## src/rtl/gb_apu_pkg.sv

```systemverilog
// Shared APU timing constants and types used by the frame sequencer.
package gb_apu_pkg;

    localparam int FS_STEP_W = 3;

    typedef logic [FS_STEP_W-1:0] fs_step_t;

    localparam fs_step_t FS_SWEEP_STEP_A = 3'd2;
    localparam fs_step_t FS_SWEEP_STEP_B = 3'd6;
    localparam fs_step_t FS_ENV_STEP     = 3'd7;

    localparam int unsigned GB_CLK_PER_512HZ = 8192;

    function automatic logic fs_is_sweep_step(input fs_step_t s);
        return (s == FS_SWEEP_STEP_A) || (s == FS_SWEEP_STEP_B);
    endfunction

endpackage

```

## src/rtl/gb_frame_sequencer_if.sv

```systemverilog
// Control inputs and timing strobes of the frame sequencer, bundled for port connection.
interface gb_frame_sequencer_if;
    import gb_apu_pkg::*;

    logic     apu_enable;
    logic     div_bit;
    logic     clk_length;
    logic     clk_sweep;
    logic     clk_vol_env;
    logic     frame_tick;
    fs_step_t step;

    modport master (
        output apu_enable, div_bit,
        input  clk_length, clk_sweep, clk_vol_env, frame_tick, step
    );

    modport slave (
        input  apu_enable, div_bit,
        output clk_length, clk_sweep, clk_vol_env, frame_tick, step
    );

endinterface

```

## src/rtl/gb_tick_divider.sv

```systemverilog
// 512 Hz tick source: either an internal prescaler or a falling-edge detector on DIV bit 4.
module gb_tick_divider #(
    parameter int unsigned CLK_DIV       = 8192,
    parameter bit          USE_DIV_INPUT = 1'b0
) (
    input  logic clk,
    input  logic rst_n,
    input  logic enable,
    input  logic div_bit,
    output logic tick
);

    localparam logic [15:0] LP_CNT_LAST = 16'(CLK_DIV - 1);

    logic [15:0] r_div_cnt;
    logic        r_div_prev;
    logic        w_cnt_tick;
    logic        w_div_tick;

    assign w_cnt_tick = (r_div_cnt == LP_CNT_LAST);
    assign w_div_tick = r_div_prev & ~div_bit;
    assign tick       = enable & (USE_DIV_INPUT ? w_div_tick : w_cnt_tick);

    // div_prev tracks div_bit even while disabled so power-up never sees a false edge
    always_ff @(posedge clk or negedge rst_n) begin
        if (!rst_n) begin
            r_div_cnt  <= '0;
            r_div_prev <= 1'b0;
        end else begin
            r_div_prev <= div_bit;
            if (!enable || w_cnt_tick) begin
                r_div_cnt <= '0;
            end else begin
                r_div_cnt <= r_div_cnt + 16'd1;
            end
        end
    end

endmodule

```

## src/rtl/gb_frame_sequencer.sv

```systemverilog
// APU frame sequencer: 8-step counter decoding length, sweep and envelope strobes from the 512 Hz tick.
module gb_frame_sequencer
    import gb_apu_pkg::*;
#(
    parameter int unsigned CLK_DIV       = GB_CLK_PER_512HZ,
    parameter bit          USE_DIV_INPUT = 1'b0
) (
    input  logic                  clk,
    input  logic                  rst_n,
    gb_frame_sequencer_if.slave   fs_if
);

    logic     w_tick;
    fs_step_t r_step;
    logic     r_frame_tick;
    logic     r_clk_length;
    logic     r_clk_sweep;
    logic     r_clk_vol_env;

    gb_tick_divider #(
        .CLK_DIV       (CLK_DIV),
        .USE_DIV_INPUT (USE_DIV_INPUT)
    ) u_tick_divider (
        .clk     (clk),
        .rst_n   (rst_n),
        .enable  (fs_if.apu_enable),
        .div_bit (fs_if.div_bit),
        .tick    (w_tick)
    );

    // Disable wins over a coincident tick so power-down never leaks a strobe
    always_ff @(posedge clk or negedge rst_n) begin
        if (!rst_n) begin
            r_step        <= '0;
            r_frame_tick  <= 1'b0;
            r_clk_length  <= 1'b0;
            r_clk_sweep   <= 1'b0;
            r_clk_vol_env <= 1'b0;
        end else if (!fs_if.apu_enable) begin
            r_step        <= '0;
            r_frame_tick  <= 1'b0;
            r_clk_length  <= 1'b0;
            r_clk_sweep   <= 1'b0;
            r_clk_vol_env <= 1'b0;
        end else if (w_tick) begin
            r_frame_tick  <= 1'b1;
            r_clk_length  <= ~r_step[0];
            r_clk_sweep   <= fs_is_sweep_step(r_step);
            r_clk_vol_env <= (r_step == FS_ENV_STEP);
            r_step        <= r_step + fs_step_t'(1);
        end else begin
            r_frame_tick  <= 1'b0;
            r_clk_length  <= 1'b0;
            r_clk_sweep   <= 1'b0;
            r_clk_vol_env <= 1'b0;
        end
    end

    assign fs_if.step        = r_step;
    assign fs_if.frame_tick  = r_frame_tick;
    assign fs_if.clk_length  = r_clk_length;
    assign fs_if.clk_sweep   = r_clk_sweep;
    assign fs_if.clk_vol_env = r_clk_vol_env;

endmodule

```

## src/flat_wrapper.sv

```systemverilog
// flat-port wrapper written by rule: the top's interface ports become plain ports
module gb_frame_sequencer_flat import gb_apu_pkg::*;
#(
    parameter int unsigned CLK_DIV       = GB_CLK_PER_512HZ,
    parameter bit          USE_DIV_INPUT = 1'b0
)
  (clk, rst_n, fs_if_apu_enable, fs_if_div_bit, fs_if_clk_length, fs_if_clk_sweep, fs_if_clk_vol_env, fs_if_frame_tick, fs_if_step);
  gb_frame_sequencer_if fs_if_i ();
  input  logic clk;
  input  logic rst_n;
  input wire logic [$bits(fs_if_i.apu_enable)-1:0] fs_if_apu_enable;
  input wire logic [$bits(fs_if_i.div_bit)-1:0] fs_if_div_bit;
  output wire logic [$bits(fs_if_i.clk_length)-1:0] fs_if_clk_length;
  output wire logic [$bits(fs_if_i.clk_sweep)-1:0] fs_if_clk_sweep;
  output wire logic [$bits(fs_if_i.clk_vol_env)-1:0] fs_if_clk_vol_env;
  output wire logic [$bits(fs_if_i.frame_tick)-1:0] fs_if_frame_tick;
  output wire logic [$bits(fs_if_i.step)-1:0] fs_if_step;
  assign fs_if_i.apu_enable = fs_if_apu_enable;
  assign fs_if_i.div_bit = fs_if_div_bit;
  assign fs_if_clk_length = fs_if_i.clk_length;
  assign fs_if_clk_sweep = fs_if_i.clk_sweep;
  assign fs_if_clk_vol_env = fs_if_i.clk_vol_env;
  assign fs_if_frame_tick = fs_if_i.frame_tick;
  assign fs_if_step = fs_if_i.step;
  gb_frame_sequencer #(.CLK_DIV(CLK_DIV), .USE_DIV_INPUT(USE_DIV_INPUT)) u_core (.clk(clk), .rst_n(rst_n), .fs_if(fs_if_i));
endmodule
```

## config.mk

```make
export PLATFORM = sky130hd
export DESIGN_NAME = gb_frame_sequencer_flat
export DESIGN_NICKNAME = d
export VERILOG_FILES = /design/src/rtl/gb_apu_pkg.sv /design/src/rtl/gb_frame_sequencer_if.sv /design/src/rtl/gb_tick_divider.sv /design/src/rtl/gb_frame_sequencer.sv /design/src/flat_wrapper.sv
export SDC_FILE = /design/constraint.sdc
export NUM_CORES = 1
export LEC_CHECK = 0
export BUFFER_PORTS_ARGS = -buffer_cell sky130_fd_sc_hd__clkbuf_2
export CAP_MARGIN = 20
export CORE_MARGIN = 2
export CORE_UTILIZATION = 40
export DETAILED_ROUTE_END_ITERATION = 12
export HOLD_SLACK_MARGIN = 0.05
export SYNTH_ARGS = -nofsm -noshare
export SYNTH_HDL_FRONTEND = slang
export SYNTH_SLANG_ARGS = --single-unit
```

## constraint.sdc

```tcl
create_clock -name clk -period 4.3 [get_ports clk]
set_input_delay 0.86 -clock clk [delete_from_list [all_inputs] [get_ports clk]]
set_output_delay 0.86 -clock clk [all_outputs]
set_load 0.02 [all_outputs]
```

==> results of run 1 <==
-- synthesized netlist by cell type --
library cell	n
o21ai_2	1
nand2b_1	1
buf_6	2
nand4_1	6
nor3_1	5
o211a_1	1
a21oi_1	4
and2_1	3
or3_1	1
nor2_1	15
nor3_4	1
or2_0	1
ha_1	4
xor2_1	5
xnor2_1	6
o21ai_0	3
and4_2	2
nand2_1	6
dfrtp_1	23
nand3_1	8
nand4_4	1
inv_1	5
mux2i_1	1
and3_1	1
nor4_1	2
-- report_power, final --
group | internal [µW] | switching, µW | leakage, µW | total [µW]
Sequential | 219 | 2.49 | 0.000319 | 221
Clock | 36.3 | 64.6 | 0.0000150 | 101
Combinational | 3.45 | 10.3 | 0.000228 | 13.8
-- path summary, 6_finish.rpt --
| check | start | end | slack, ns | cells past startpoint |
|---|---|---|---|---|
| max in group asynchronous | rst_n | u_core.fs_if.clk_sweep | 3.41 | 1 |
| worst min-delay path | u_core.u_tick_divider.r_div_cnt[0] | u_core.u_tick_divider.r_div_cnt[0] | 0.49 | 1 |
| min in group asynchronous | rst_n | u_core.u_tick_divider.r_div_cnt[3] | 0.51 | 1 |
| worst max register to register | u_core.u_tick_divider.r_div_cnt[0] | u_core.u_tick_divider.r_div_cnt[8] | 2.34 | 5 |
| worst min register to register | u_core.u_tick_divider.r_div_cnt[0] | u_core.u_tick_divider.r_div_cnt[0] | 0.49 | 1 |
| worst max-delay path | u_core.u_tick_divider.r_div_cnt[0] | u_core.u_tick_divider.r_div_cnt[8] | 2.34 | 5 |
-- per-stage QoR --
stage / utilization (%) / power (µW) / hold slack, ns
floorplan: - / 233 / 0.443
global placement: 43.7 / 240 / 0.467
detailed placement: 43.7 / 240 / 0.469
CTS: 44.6 / 339 / 0.487
global route: 44.6 / 351 / 0.533
finish: 44.6 / 336 / 0.489
-- sequential cells by signal (all words and copies together) (netlist names) --
name,count
u_core.u_tick_divider.r_div_cnt,16
u_core.fs_if.clk_length,1
u_core.fs_if.step,3
u_core.fs_if.clk_vol_env,1
u_core.fs_if.frame_tick,1
u_core.fs_if.clk_sweep,1
-- layer usage --
layer | vias to the layer above | part of all wire [%] | track usage (%)
met5 | - | 0 | 0
met4 | 0 | 0.96 | 2.99
met3 | 2 | 4.8 | 4.76
met2 | 16 | 46 | 19.9
met1 | 343 | 48 | 18.4
li1 | 397 | - | -
-- placed cells by master, fill, tap and decap left out, types with 2 or more instances in the layout --
cell type  instances
dfrtp_1           23
nor2_1            15
clkbuf_2           9
nand3_1            8
nand2_1            6
nand4_1            6
xnor2_1            6
nor3_1             5
inv_1              5
xor2_1             5
a21oi_1            4
ha_1               4
and2_1             3
o21ai_0            3
clkbuf_4           3
and4_2             2
nor4_1             2
-- logic make-up after synthesis --
family	synth area share, %
AOI/OAI and AO/OA	4.79
xor gates and xnor gates	8.58
adders and majority gates	4.46
buffers and inverters	3.68
DFF	51.3
muxes	0.892
and+or+nand+nor	26.3
-- worst reg2reg max path, cell delays in order (launching register included) --
cell     delay (ns)
dfrtp_1        0.40
ha_1           0.24
nand3_1        0.16
or2_0          0.40
o21ai_2        0.53
a21oi_1        0.11
-- cell type report --
class / instances / share of cell area (%)
Timing Repair Buffer: 9 / 3.72
Multi-Input combinational cell: 78 / 41.8
Clock buffer: 4 / 2.17
Sequential cell: 23 / 47.6
Tap cell: 31 / 3.21
Inverter: 5 / 1.55
==> results.md, run 1 <==
* Status: complete, no violations
* Post-layout minimum cycle time at 1.96 ns
* DRC Markers at 0
* Top cells by area, synth: dfrtp_1, nor2_1, xnor2_1, ha_1, xor2_1
* Peak Freq at 510 MHz
* WL/cell at 12.5 µm
* Core Area at 0.00271 mm²
* GR Overflow Total at 0
* Worst-path cell chain: ha_1 > nand3_1 > or2_0 > o21ai_2 > a21oi_1
* Slowest cell on the critical path: o21ai_2
* Cells after DPL at 146
* First-pass GRT wire length at 3300 µm
* CTS tree: built
* CTS-repair resized insts at 0
* Slew Viols, Final at 0
* TritonCTS Buffers at 3
* Non-Filler Instances at 150
* Final HPWL DP at 1310 µm
* GPL Wtd Cong at 0.760
* Max Cap Viol at 0
* # nets final at 128
* Syn Nets at 116
* TNS Setup at 0 ns
* Root buffer cell: clkbuf_4
* Family with the most delay on the worst path: compound AO/OA/AOI/OAI gates
* Largest buffer count on any clock path at 2
* CTS H-tree depth at 1
* Std cell rows at 19
* Worst hold path type: reg -> reg
* Routed WL at 1870 µm
* FF+latch area at 576 µm²
* Worst Clk Skew at 0.00836 ns
* Vias in the first global route at 724
* FILL cells at 275
* Flops & latches, synth at 23
* Die Y at 57.0 µm
* Final setup fails at 0
* TritonCTS Sinks at 23
* Largest fanout on the critical path at 12
* Worst slack at placement at 2.33 ns
* Critical Path AT at 2.15 ns
* Antenna-violating nets left at 0
* Total Routing Usage GR at 13.2%
* Dpl cell area at 0.00118 mm²
* Initial antenna violation count at 0
* Die X at 57.0 µm
* Diode count at 0
* CP Buf/Inv Count at 0
* # port buffers at 9
* Pwr Density at 277 mW/mm²
* Multi-input gate area at 505 µm²
* Hold-fix buffers, CTS at 0
* Max-slew headroom at 62.3%
* DR vias at 758
* CTS clk-pin slew, worst paths at 0.13 ns
* Leak at 0.000562 µW
* Postcts setup bufs at 0
* Via density at 5.05
* Ys Warns at 0
* Initial Utilization at 41.4%
* Maximum VDD drop at 270 µV
* Die area at 0.00325 mm²
* Share of cells above drive strength 1 at 14.3%
* Post-Syn Area at 0.00112 mm²
* Synth area leader: dfrtp_1
* Final period util at 45.6%
* Setup WS post-layout at 2.34 ns
* Design area at 0.00121 mm²
* CP Data Required Time at 4.49 ns
* Final Hold Viols at 0
* Unique masters post-synth at 25
* Ports at 11
* Seq/Total Area, Yosys at 51.3%
* Drt first pass iters at 4
* Cells after Synth at 108
* CP max stage delay at 0.53 ns
* Syn_area_per_cell at 10.4 µm²
* RSZ-0062 raised after global routing: no
* Critical Path Start Type: flip-flop
* Crit path kind: reg -> reg
* Clk_lat worst skew at 0.31 ns
* Largest net degree at the start of global routing at 24
* Least-Margin Pin Slew at 0.565 ns
* Starting DRT DRC Count at 15
* Area share of the largest cell type after synthesis at 51.3%
* Endpoint type of the worst setup path: flip-flop
* Area grow syn2layout at 7.80%
Power figures use the tool's default switching activity.
==> inputs of run 2 (changes only) <==
Clock period 4.3 ns to 2 ns, I/O delays scaled along.
==> run 2 against run 1 <==
Power increased by 120%. Design area increased by 1.3%. Largest power group unchanged. First-iteration DRC count decreased by 13%. Clock power increased by 110%. Die area unchanged. Via count increased by 4.4%. Hold slack got worse by 0.44 ns.
==> results.md, run 2 (same netlist as run 1, synthesis figures left out) <==
* Core Area at 0.00271 mm² (unchanged)
* Dpl cell area at 0.00120 mm² (+1.3%)
* Design area at 0.00123 mm² (+1.3%)
* First-pass GRT wire length at 3530 µm (+7.1%)
* R2r endpoint: u_core.fs_if.clk_vol_env
* Flop2flop setup slack at 0.37 ns (-1.97 ns)
* Leak at 0.000573 µW (+2.1%)
* CTS H-tree depth at 1 (unchanged)
* Least-Margin Pin Slew at 0.583 ns (+0.0179 ns)
* Ports at 11 (unchanged)
* Pwr Density at 591 mW/mm² (+110%)
* Slew Viols, Final at 0 (unchanged)
* Worst hold path type: in -> async
* CP max stage delay at 0.41 ns (-0.12 ns)
* Post-layout minimum cycle time at 1.63 ns (-0.329 ns)
* Worst Clk Skew at 0.0115 ns (+0.00312 ns)
* RSZ-0062 raised after global routing: no
* TritonCTS Buffers at 3 (unchanged)
* Diode count at 0 (unchanged)
* Most frequent cells in the layout: dfrtp_1, nor2_1, clkbuf_2
* Max reg flops at 16 (unchanged)
* WL/cell at 13.1 µm (+5.1%)
* CTS clk-pin slew, worst paths at 0.13 ns (about the same)
* TNS Setup at 0 ns (unchanged)
* Critical Path AT at 1.90 ns (-0.25 ns)
* Most common cell after layout, fill and taps aside: dfrtp_1
* Final Hold Viols at 0 (unchanged)
* CTS tree: built
* Die area at 0.00325 mm² (unchanged)
* Worst-path cell chain: ha_1 > nand3_1 > or2_0 > buf_4 > nor3_4 > and2_1
* Setup crit start: u_core.u_tick_divider.r_div_cnt[0]
* Final HPWL DP at 1370 µm (+4.3%)
* # nets final at 130 (+1.6%)
* Reg with most FFs: u_core.u_tick_divider.r_div_cnt
* CP Data Required Time at 2.27 ns (-2.22 ns)
* FF-to-FF path depth at 6 (+1)
* Root buffer cell: clkbuf_4
* Total Routing Usage GR at 14.2% (+0.98 points)
* Area grow syn2layout at 9.25%
* Antenna-violating nets left at 0 (unchanged)
* TritonCTS Sinks at 23 (unchanged)
* DR vias at 791 (+4.4%)
* Routed WL at 1990 µm (+6.5%)
* Clk_lat worst skew at 0.32 ns (about the same)
* GPL Wtd Cong at 0.783 (+2.9%)
* Share of cells above drive strength 1 at 16.5% (+2.2 points)
* Via density at 5.20 (+3.0%)
* Crit path kind: reg -> reg
* Max-slew headroom at 61.1% (-1.2 points)
* Die X at 57.0 µm (unchanged)
* Status: complete, no violations
* Final setup fails at 0 (unchanged)
* Postcts setup bufs at 0 (unchanged)
* Std cell rows at 19 (unchanged)
* Initial antenna violation count at 0 (unchanged)
* Critical Path Start Type: flip-flop
* # port buffers at 9 (unchanged)
* CTS-repair resized insts at 0 (unchanged)
* Starting DRT DRC Count at 13 (-2)
* Crit path to: u_core.fs_if.clk_vol_env
* Hold-fix buffers, CTS at 0 (unchanged)
* Initial Utilization at 41.4% (unchanged)
* FF-to-FF Start: u_core.u_tick_divider.r_div_cnt[0]
* Max Cap Viol at 0 (unchanged)
* Endpoint type of the worst setup path: flip-flop
* DRC Markers at 0 (unchanged)
* Largest buffer count on any clock path at 2 (unchanged)
* Maximum VDD drop at 368 µV (+36%)
* Vias in the first global route at 810 (+12%)
* Final period util at 81.6% (+36 points)
* Drt first pass iters at 4 (unchanged)
* Largest fanout on the critical path at 6 (-6)
* Slowest cell on the critical path: dfrtp_1
* Largest net degree at the start of global routing at 24 (unchanged)
* Peak Freq at 613 MHz (+20%)
* GR Overflow Total at 0 (unchanged)
* Die Y at 57.0 µm (unchanged)
* Fin util at 45.2% (+0.60 points)
## run 2: changes by cell type in the layout (fill, tap and decap cells not counted), sizes merged
cell,before,now
buf,0,2
clkbuf,13,12
clkinv,0,1
## run 2: critical path: cells and delay by family, from the launching register on
| kind | cells | cell delay (ns) |
|---|---|---|
| adders and majority gates | 1 | 0.26 |
| buffers and inverters | 1 | 0.18 |
| DFF | 1 | 0.41 |
| and+or+nand+nor | 4 | 0.74 |
## run 2: area by class of cell
type	instances	area [µm²]
Multi-Input combinational cell	78	505
Clock inverter	1	5.00
Tap cell	31	38.8
Clock buffer	3	22.5
Sequential cell	23	576
Fill cell	282	1480
Timing Repair Buffer	11	60.1
Inverter	5	18.8
## run 2: worst min path at each step
stage	end	slack, ns	cells past startpoint
after global placement	u_core.u_tick_divider.r_div_cnt[14]	0.42	1
after detailed placement	u_core.fs_if.frame_tick	0.43	1
after floorplan	u_core.fs_if.clk_length	0.10	0
final	u_core.fs_if.frame_tick	0.05	1
after global routing	u_core.fs_if.frame_tick	0.07	1
after CTS	u_core.fs_if.frame_tick	0.07	1
## run 2: report_power, final
group | internal (µW) | total (µW) | switching, µW | leakage [µW]
clock network | 74.8 | 217 | 143 | 0.0000177
logic | 8.67 | 32.0 | 23.3 | 0.000237
registers | 470 | 476 | 5.90 | 0.000319
total | 553 | 725 | 172 | 0.000573
## run 2: layer usage
layer  global-route usage, %  wire length, µm
met5                       0                0
met2                    22.8              911
met4                    9.30               36
met3                    2.27               58
met1                    17.6              986
## run 2: stage by stage
step / setup slack [ns] / power, µW / hold slack, ns / cells
floorplan: 0.466 / 501 / 0.104 / 108
global placement: 0.395 / 516 / 0.419 / 148
detailed placement: 0.366 / 518 / 0.431 / 148
CTS: 0.343 / 742 / 0.0672 / 152
global route: 0.198 / 762 / 0.0739 / 152
finish: 0.368 / 725 / 0.0519 / 152
==> inputs of run 3 (changes only) <==
Settings changed: ABC_AREA set to 1.
Clock period 2 ns to 1.35 ns, I/O delays scaled along.
==> run 3 against run 2 <==
Maximum frequency is 22% higher. Clock skew grew 0.0022 ns. Count of clock-buffer cells in the layout is the same. Power increased by 53%. Via count is 25% higher. Synthesized cell count is 32% higher. Critical endpoint is now u_core.u_tick_divider.r_div_cnt[10]. Setup slack got worse by 0.36 ns. Non-clock buffer count is 12 higher. Sequential share of layout area down 8.0 points.
==> results.md, run 3 <==
* Cells after Synth at 143 (+32%)
* Vias in the first global route at 931 (+15%)
* R2r endpoint: u_core.u_tick_divider.r_div_cnt[10]
* Worst hold path type: in -> reg
* Ports at 11 (unchanged)
* Worst hold slack at 0.323 ns (+0.271 ns)
* Dpl cell area at 0.00136 mm² (+14%)
* Initial Utilization at 41.0% (-0.40 points)
* Root buffer cell: clkbuf_4
* Final HPWL DP at 1730 µm (+26%)
* Met2 Use GR at 25.1% (+2.3 points)
* DR vias at 992 (+25%)
* Core Area at 0.00298 mm² (+9.9%)
* Cells after DPL at 193 (+30%)
* CTS H-tree depth at 1 (unchanged)
* Drt first pass iters at 4 (unchanged)
* Pwr Density at 751 mW/mm² (+27%)
* Hold EP: u_core.u_tick_divider.r_div_cnt[2]
* Max Cap Viol at 0 (unchanged)
* Endpoint type of the worst setup path: flip-flop
* DRC Markers at 0 (unchanged)
* Seq/Total Area, Yosys at 47.1% (-4.2 points)
* # nets final at 177 (+36%)
* Worst Hold Depth at 3
* CTS tree: built
* Flops & latches, synth at 23 (unchanged)
* Worst Clk Skew at 0.0137 ns (+0.00218 ns)
* Synth area leader: dfrtp_1
* Pwr Total at 1110 µW (+53%)
* Final period util at 99.3% (+18 points)
* Area grow syn2layout at 20.9%
* Main flop type after synthesis: dfrtp_1
* Initial antenna violation count at 0 (unchanged)
* Critical Path AT at 1.59 ns (-0.31 ns)
* FF-to-FF Start: u_core.u_tick_divider.r_div_cnt[0]
* Syn Nets at 151 (+30%)
* Most common cell after layout, fill and taps aside: nand2_1
* Max reg flops at 16 (unchanged)
* TritonCTS Sinks at 23 (unchanged)
* Routed WL at 2390 µm (+20%)
* Diode count at 0 (unchanged)
* Largest net degree at the start of global routing at 24 (unchanged)
* CTS clk-pin slew, worst paths at 0.14 ns (about the same)
* Hold_sp: fs_if_apu_enable
* Crit path kind: reg -> reg
* Top cells by area, synth: dfrtp_1, nand2_1, nor2_1, nor2_2, nand4_1
* Design area at 0.00148 mm² (+20%)
* Post-synth EDFFs at 0 (unchanged)
* Share of cells above drive strength 1 at 30.4% (+14 points)
* Total Routing Usage GR at 15.4% (+1.3 points)
* Met3 global-route usage at 1.97% (-0.30 points)
* Most frequent cell after synthesis: nand2_1
* Clk_lat worst skew at 0.32 ns (about the same)
* Unique masters post-synth at 20 (-20%)
* Largest buffer count on any clock path at 2 (unchanged)
* Die area at 0.00351 mm² (+8.2%)
* Most frequent cells in the layout: nand2_1, dfrtp_1, nor2_1
* Ys Warns at 0 (unchanged)
* Least-Margin Pin Slew at 0.583 ns (+0.000498 ns)
* Met1 Use GR at 21.3% (+3.7 points)
* Leak at 0.000682 µW (+19%)
* Post-layout minimum cycle time at 1.34 ns (-0.292 ns)
* Largest fanout on the critical path at 3 (-3)
* Layer with the highest usage: met2
* Reg with most FFs: u_core.u_tick_divider.r_div_cnt
* CP Data Required Time at 1.60 ns (-0.67 ns)
* TritonCTS Buffers at 3 (unchanged)
* Die Y at 59.3 µm (+4.0%)
* Slew Viols, Final at 0 (unchanged)
* Starting DRT DRC Count at 36 (+23)
* Status: complete, no violations
* Peak Freq at 746 MHz (+22%)
* Flop2flop setup slack at 0.01 ns (-0.36 ns)
* Critical Path Start Type: flip-flop
* # port buffers at 9 (unchanged)
* First-pass GRT wire length at 4110 µm (+16%)
* Final setup fails at 0 (unchanged)
* Async SR Flop Fraction at 100% (unchanged)
* WL/cell at 11.9 µm (-9.4%)
* Max-slew headroom at 61.1% (about the same)
* Die X at 59.3 µm (+4.0%)
* Maximum VDD drop at 442 µV (+20%)
* FF-to-FF path depth at 8 (+2)
* Syn_area_per_cell at 8.54 µm² (-18%)
* Post-Syn Area at 0.00122 mm² (+8.8%)
* Final Hold Viols at 0 (unchanged)
* Fin util at 49.6% (+4.3 points)
* RSZ-0062 raised after global routing: yes
* Via density at 4.94 (-5.2%)
* GR Overflow Total at 0 (unchanged)
* Area share of the largest cell type after synthesis at 47.1% (-4.2 points)
* GPL Wtd Cong at 0.752 (-4.0%)
* Std cell rows at 20 (+1)
* Antenna-violating nets left at 0 (unchanged)
* Non-Filler Instances at 201 (+32%)
* Synth cell count leaders: nand2_1, dfrtp_1, nor2_1
run 3: cell count changes after synthesis, sizes merged, moves of 3 or more:
cell	delta
nor3	-4
and2	-3
inv	+10
nor2	+22
nand4	+3
xnor2	-4
nand2	+23
a21oi	-4
run 3: how the worst max path moves through the flow:
stage                                            start                             endpoint  slack, ns
finish              u_core.u_tick_divider.r_div_cnt[0]  u_core.u_tick_divider.r_div_cnt[10]       0.01
global route        u_core.u_tick_divider.r_div_cnt[0]  u_core.u_tick_divider.r_div_cnt[10]      -0.09
CTS                 u_core.u_tick_divider.r_div_cnt[1]  u_core.u_tick_divider.r_div_cnt[10]      0.007
detailed placement  u_core.u_tick_divider.r_div_cnt[0]   u_core.u_tick_divider.r_div_cnt[8]      -0.02
global placement    u_core.u_tick_divider.r_div_cnt[1]   u_core.u_tick_divider.r_div_cnt[8]       0.01
floorplan           u_core.u_tick_divider.r_div_cnt[0]  u_core.u_tick_divider.r_div_cnt[12]      -0.06
run 3: report_power, final:
group	switching [µW]	internal, µW
combinational	46.9	28.1
clock	218	111
sequential	9.28	696
total	274	835
run 3: per-layer routing:
metal / share of wire (%) / vias up
met2: 48 / 12
li1: - / 502
met4: 1.2 / 0
met1: 47 / 476
met3: 3.1 / 2
met5: 0 / -
run 3: worst max-delay path, cell delays in order, from the launching register on:
cell      delay, ns
dfrtp_1        0.43
ha_4           0.18
nand2_4        0.06
nor2_4         0.10
nand2_2        0.08
buf_4          0.15
o21bai_1       0.12
nand2_1        0.06
nor2_1         0.10
run 3: cells by family after synthesis:
| group | Yosys count | share of synthesized area (%) |
|---|---|---|
| AO/OA/AOI/OAI | 5 | 2.46 |
| buffers and inverters | 17 | 6.76 |
| flip-flops | 23 | 47.1 |
| adder cells (fa/ha/maj) | 4 | 4.10 |
| XOR/XNOR | 6 | 4.30 |
| AND/OR/NAND/NOR | 88 | 35.2 |
run 3: metrics by stage:
step	setup slack, ns	setup TNS, ns
2_1_floorplan	-0.0615	-0.580
3_3_place_gp	0.0120	0
3_5_place_dp	-0.0198	-0.0792
4_1_cts	0.00710	0
5_1_grt	-0.0949	-0.636
6_report	0.00990	0
run 3: repair_timing:
action	CTS	global route
hold endpoints to repair	23	0
setup buffers	0	3
setup endpoints to repair	18	23
hold buffers	1	0
pin swaps	0	3
gates resized for setup	3	10
run 3: layout make-up:
| cell class | count | area (µm²) |
|---|---|---|
| fillers | 291 | 1500 |
| multi-input cells | 103 | 617 |
| clock buffers | 3 | 22.5 |
| repair buffers | 23 | 156 |
| flip-flops and latches | 23 | 576 |
| clock inverters | 1 | 5.00 |
| well taps | 33 | 41.3 |
| inverters | 15 | 58.8 |
